File: src/rtl/lieat_bjp_bht_ctrl_pkg.sv
// Shared definitions for the branch history table controller.
// Holds table geometry defaults, 2-bit counter encodings and clear-FSM state codes.
// No ports; imported by lieat_bjp_bht_ctrl and lieat_bht_satcnt2.
package lieat_bjp_bht_ctrl_pkg;

  localparam int XLEN      = 32;
  localparam int BHT_IDX   = 5;
  localparam int BHT_DEPTH = 1 << BHT_IDX;

  // Direction counter encoding: bit[1] is the predicted direction.
  typedef enum logic [1:0] {
    BHT_SNT = 2'b00,
    BHT_WNT = 2'b01,
    BHT_WT  = 2'b10,
    BHT_ST  = 2'b11
  } bht_cnt_e;

  typedef enum logic {
    BHT_IDLE  = 1'b0,
    BHT_SWEEP = 1'b1
  } bht_state_e;

endpackage

File: src/rtl/lieat_bjp_bht_ctrl_satcnt2.sv
// One 2-bit saturating direction counter (SNT/WNT/WT/ST), reset and init to WNT.
// Ports: clock, reset (sync active-low), init (highest priority), inc, dec, cnt (registered value).
// Latency: updates are visible one cycle after the sampling edge; no backpressure.
module lieat_bht_satcnt2 (
  input  logic       clock,
  input  logic       reset,
  input  logic       init,
  input  logic       inc,
  input  logic       dec,
  output logic [1:0] cnt
);
  import lieat_bjp_bht_ctrl_pkg::*;

  logic [1:0] r_cnt;

  always_ff @(posedge clock) begin
    if (!reset) begin
      r_cnt <= BHT_WNT;
    end else if (init) begin
      r_cnt <= BHT_WNT;
    end else if (inc && (r_cnt != BHT_ST)) begin
      r_cnt <= r_cnt + 2'd1;
    end else if (dec && (r_cnt != BHT_SNT)) begin
      r_cnt <= r_cnt - 2'd1;
    end
  end

  assign cnt = r_cnt;

endmodule

File: src/rtl/lieat_bjp_bht_ctrl.sv
// Branch history table: per-cycle IFU direction lookup, BJP-driven training, clear sweep, perf counters.
// Ports: clock/reset; ifu_lkp_* lookup; bjp_prdt_* training/flush; bht_en/bht_clear/bht_busy control; perf_* counters.
// Latency: lookup is combinational from registered state (no bypass); training visible next cycle; no backpressure.
module lieat_bjp_bht_ctrl #(
  parameter int BHT_DEPTH = lieat_bjp_bht_ctrl_pkg::BHT_DEPTH,
  parameter int BHT_IDX   = lieat_bjp_bht_ctrl_pkg::BHT_IDX,
  parameter int CNT_W     = 32
) (
  input  logic                                    clock,
  input  logic                                    reset,
  input  logic                                    ifu_lkp_valid,
  input  logic [lieat_bjp_bht_ctrl_pkg::XLEN-1:0] ifu_lkp_pc,
  output logic                                    ifu_lkp_taken,
  output logic                                    ifu_lkp_hit_upd,
  input  logic                                    bjp_prdt_en,
  input  logic [BHT_IDX-1:0]                      bjp_prdt_index,
  input  logic                                    bjp_prdt_res,
  input  logic                                    bjp_prdt_flush,
  input  logic                                    bht_en,
  input  logic                                    bht_clear,
  output logic                                    bht_busy,
  output logic [CNT_W-1:0]                        perf_br_cnt,
  output logic [CNT_W-1:0]                        perf_mis_cnt
);
  import lieat_bjp_bht_ctrl_pkg::*;

  bht_state_e         r_state;
  bht_state_e         w_state_nxt;
  logic [BHT_IDX-1:0] r_ptr;
  logic [BHT_IDX-1:0] w_ptr_nxt;
  logic [CNT_W-1:0]   r_br_cnt;
  logic [CNT_W-1:0]   r_mis_cnt;

  logic [BHT_IDX-1:0] w_lkp_idx;
  logic               w_busy;
  logic               w_train;
  logic [1:0]         w_cnt [BHT_DEPTH];
  logic               w_unused_pc;

  assign w_lkp_idx   = ifu_lkp_pc[BHT_IDX+1:2];
  assign w_unused_pc = ^{ifu_lkp_pc[XLEN-1:BHT_IDX+2], ifu_lkp_pc[1:0]};
  assign w_busy      = (r_state == BHT_SWEEP);
  // Training is dropped while the table is disabled or being swept.
  assign w_train     = bjp_prdt_en & bht_en & ~w_busy;

  for (genvar g = 0; g < BHT_DEPTH; g++) begin : g_cnt
    logic w_sel;
    assign w_sel = (bjp_prdt_index == BHT_IDX'(g));

    lieat_bht_satcnt2 u_cnt (
      .clock (clock),
      .reset (reset),
      .init  (w_busy && (r_ptr == BHT_IDX'(g))),
      .inc   (w_train &  bjp_prdt_res & w_sel),
      .dec   (w_train & ~bjp_prdt_res & w_sel),
      .cnt   (w_cnt[g])
    );
  end

  // Read the registered table: a same-cycle update to the same index is not forwarded.
  assign ifu_lkp_taken   = bht_en & ~w_busy & ifu_lkp_valid & w_cnt[w_lkp_idx][1];
  assign ifu_lkp_hit_upd = ifu_lkp_valid & bjp_prdt_en & (w_lkp_idx == bjp_prdt_index);
  assign bht_busy        = w_busy;

  // Clear FSM
  always_ff @(posedge clock) begin
    if (!reset) begin
      r_state <= BHT_IDLE;
      r_ptr   <= '0;
    end else begin
      r_state <= w_state_nxt;
      r_ptr   <= w_ptr_nxt;
    end
  end

  always_comb begin
    w_state_nxt = r_state;
    w_ptr_nxt   = r_ptr;
    case (r_state)
      BHT_IDLE: begin
        if (bht_clear) begin
          w_state_nxt = BHT_SWEEP;
          w_ptr_nxt   = '0;
        end
      end
      BHT_SWEEP: begin
        if (bht_clear) begin
          // A new clear restarts the sweep from entry 0.
          w_ptr_nxt = '0;
        end else if (r_ptr == BHT_IDX'(BHT_DEPTH - 1)) begin
          w_state_nxt = BHT_IDLE;
          w_ptr_nxt   = '0;
        end else begin
          w_ptr_nxt = r_ptr + BHT_IDX'(1);
        end
      end
      default: begin
        w_state_nxt = BHT_IDLE;
        w_ptr_nxt   = '0;
      end
    endcase
  end

  // Performance counters: saturating, untouched by bht_clear or bht_en.
  always_ff @(posedge clock) begin
    if (!reset) begin
      r_br_cnt  <= '0;
      r_mis_cnt <= '0;
    end else begin
      if (bjp_prdt_en && (r_br_cnt != '1)) begin
        r_br_cnt <= r_br_cnt + CNT_W'(1);
      end
      if (bjp_prdt_en && bjp_prdt_flush && (r_mis_cnt != '1)) begin
        r_mis_cnt <= r_mis_cnt + CNT_W'(1);
      end
    end
  end

  assign perf_br_cnt  = r_br_cnt;
  assign perf_mis_cnt = r_mis_cnt;

endmodule

File: config.mk
export PLATFORM = sky130hd
export DESIGN_NAME = lieat_bjp_bht_ctrl
export DESIGN_NICKNAME = d
export VERILOG_FILES = /design/src/rtl/lieat_bjp_bht_ctrl_pkg.sv /design/src/rtl/lieat_bjp_bht_ctrl_satcnt2.sv /design/src/rtl/lieat_bjp_bht_ctrl.sv
export SDC_FILE = /design/constraint.sdc
export NUM_CORES = 1
export LEC_CHECK = 0
export ABC_AREA = 0
export CORE_ASPECT_RATIO = 2
export CORE_MARGIN = 2
export CORE_UTILIZATION = 55
export CTS_CLUSTER_DIAMETER = 150
export DETAILED_ROUTE_END_ITERATION = 10
export PLACE_DENSITY = 0.9
export RECOVER_POWER = 100
export SLEW_MARGIN = 20
export SYNTH_ARGS = -nofsm -noshare
export SYNTH_HDL_FRONTEND = slang
export SYNTH_SLANG_ARGS = --single-unit
File: constraint.sdc
create_clock -name clock -period 3 [get_ports clock]
set_input_delay 0.3 -clock clock [delete_from_list [all_inputs] [get_ports clock]]
set_output_delay 0.3 -clock clock [all_outputs]
set_load 0.005 [all_outputs]
==> qor.txt <==
Status: completed
Share of cells above drive strength 1: 0.0719
I/O pin total: 112
Worst hold path endpoint: perf_br_cnt[14]$_SDFFE_PN0P_
Die Y: 170 um
Peak VDD IR: 0.415 mV
Clk sink count: 134
Largest net degree at the start of global routing: 129
Max cap viols: 0
Total global-route track usage: 0.276
DRC errors left: 0
Hold Path Class: input pin to register
Fillers: 1090
Clock latency on the worst-skew pair: 0.42 ns
Final Setup Violations: 0
Multi-input gate area: 4550 um^2
Synth Area per Inst: 8.01 um^2
Synth area leader: dfxtp_1
Initial antenna violation count: 0
Worst EP required: 2.70 ns
Most instantiated cells after synthesis: dfxtp_1 (134), a21oi_1 (81), o21ai_0 (75)
Yosys cell types: 57
Yosys reg bits: 134
Worst Tran Pin Value: 0.797 ns
Reg area: 2680 um^2
Vias per cell: 6.52
Hold Fails Final Rpt: 0
Slew headroom: 0.469
DR top layer: met4
Buffers added on ports: 84
Post-synth ARST share: 0
Nets: 1057
DRT iter0 DRCs: 468
Post CTS Setup Buffer Count: 0
Final period util: 0.950
WHS Path Cells: 3
Worst-path fanout max: 5
P&R area growth vs syn: 19.5%
Pwr Density: 487 nW/um^2
Max-slew violations: 0
Floorplan row count: 60
Reg2reg start: perf_br_cnt[1]$_SDFFE_PN0P_
Core area: 13400 um^2
Overall routed net length: 19.9 mm
Routed length on met2: 10.4 mm
CTS root buffer: clkbuf_16
Worst EP arrival: 2.55 ns
Met1 WL: 7.34 mm
Tot Pwr: 4.39 mW
Fin Setup TNS: 0 ns
First-pass GRT wire length: 33.0 mm
Startpoint Class: input pin
Critical Path End Type: primary output
Predominant post-synthesis flop cell: dfxtp_1
Reg2Reg Setup Slack: 0.28 ns
Mapped Area: 7540 um^2
Hold buffer count at cts: 0
Seq/Total Area, Yosys: 0.356
Crit path kind: input pin to primary output
Initial Utilization: 0.561
Syn nets: 994
Top cell type's share of synthesized area: 0.356
Vias in the first global route: 7023
Reg-to-reg critical path endpoint: perf_br_cnt[1]$_SDFFE_PN0P_
Maximum clock rate: 0.351 GHz
Dominant cells by area after synthesis: dfxtp_1 (36%), a21oi_1 (5.4%), o21ai_0 (5.0%), nand2b_1 (4.7%), o221ai_1 (3.6%)
Metal3 WL: 1.04 mm
Routability cong.: 0.890
Post-CTS Resized: 0
Crit path time final: 2.85 ns
Routed Antenna Nets: 0
CTS tree: done
Max Root-Sink Buffers: 2
Ys Warns: 0
Drt wl/cell: 17.0 um
# H-tree levels: 4
TritonCTS Buffers: 17
Cells after Synth: 941
Full die area: 14700 um^2
Hold_sp: reset
Most common cell in the synthesized netlist: dfxtp_1
Reg2Reg Depth: 7
Initial DRT Pass Iterations: 7
Die W: 86.8 um
Clk_skew: 0.0123 ns
DR vias: 7638
EDFF count, synth: 0
Clk slew on worst S/H paths: 0.06 ns
Detailed placement HPWL: 13.7 mm
RSZ-0062 raised after global routing: false
Ant diodes: 0
Leakage: 3.04 nW
Global route total overflow: 0
[flip-flops by register name (all words and copies together), names as in the netlist]
| name | flops |
|---|---|
| bht_busy | 1 |
| r_ptr | 5 |
| g_cnt.u_cnt.cnt | 64 |
| perf_br_cnt | 32 |
| perf_mis_cnt | 32 |
[per-layer routing]
metal,vias up,GRT usage
li1,3639,-
met1,3596,0.304
met2,318,0.484
met3,85,0.0511
met4,0,0.151
met5,-,0
[cells by family (layout without fill, tap and decap cells)]
group | after synthesis | after routing | share of synthesized area
compound gates | 255 | 255 | 0.205
xor+xnor | 25 | 25 | 0.0290
fa+ha+maj | 8 | 8 | 0.0133
buf+inv | 68 | 143 | 0.0382
flops | 134 | 134 | 0.356
mux | 22 | 22 | 0.0426
simple gates | 429 | 429 | 0.316
[worst max-delay path: stages]
cell and delay, ns:
clkdlybuf4s50_1 0.48, buf_4 0.16, mux4_2 0.50, mux2i_1 0.23
nor3b_1 0.09, a311oi_1 0.25, nor3_1 0.09, clkdlybuf4s50_1 0.45
[final cells by class]
type | instances | share of cell area
multi-input cells | 739 | 0.505
clock buffers | 17 | 0.0472
repair buffers | 99 | 0.104
flip-flops and latches | 134 | 0.298
well taps | 155 | 0.0215
clock inverters | 14 | 0.0194
inverters | 13 | 0.00542
[cells in the final DEF, fill, tap and decap left out, types with 4 or more instances in the layout]
cell and count:
xnor2_1 22, or2_2 9, or4_2 5, clkbuf_16 17
nand3_1 50, nor4_1 11, nand4_1 24, nor2b_1 17
a31oi_1 31, nand3b_1 32, and4_1 8, mux2i_1 13
or4_1 6, dfxtp_1 134, o31ai_1 11, inv_1 12
nor2_1 70, dlygate4sd3_1 66, buf_4 9, o21ai_0 75
a211oi_1 9, ha_1 8, a21oi_1 81, o221ai_1 31
nor3_1 38, or3_1 16, nand2b_1 57, and3_1 10
clkdlybuf4s50_1 16, mux4_2 8, o21a_1 4, nand2_1 63
clkbuf_1 4
[worst max path at each step]
stage,slack [ns],endpoint,from,cells past startpoint
after floorplan,0.80,perf_br_cnt[1]$_SDFFE_PN0P_,perf_br_cnt[0]$_SDFFE_PN0P_,8
after global placement,0.22,ifu_lkp_taken,ifu_lkp_pc[3],8
after detailed placement,0.16,ifu_lkp_taken,ifu_lkp_pc[3],8
after CTS,0.15,ifu_lkp_taken,ifu_lkp_pc[3],8
after global routing,0.04,ifu_lkp_taken,ifu_lkp_pc[4],7
final,0.15,ifu_lkp_taken,ifu_lkp_pc[3],8
[per-stage QoR]
step                      worst slack (ns)  area, um^2  instances   util  hold slack (ns)
after CTS                            0.152        9050       1171  0.674            0.340
final                                0.151        9010       1171  0.670            0.343
after detailed placement             0.160        8450       1140  0.629            0.489
after floorplan                      0.800        7540        941      -            0.421
after global placement               0.225        8450       1140  0.629            0.469
after global routing                0.0432        9010       1171  0.670            0.360
[power by group]
part | switching (mW) | total (mW) | internal [mW]
Sequential | 0.0745 | 1.91 | 1.84
Clock | 0.829 | 2.14 | 1.31
Combinational | 0.185 | 0.339 | 0.153
(Power assumes the default switching activity.)
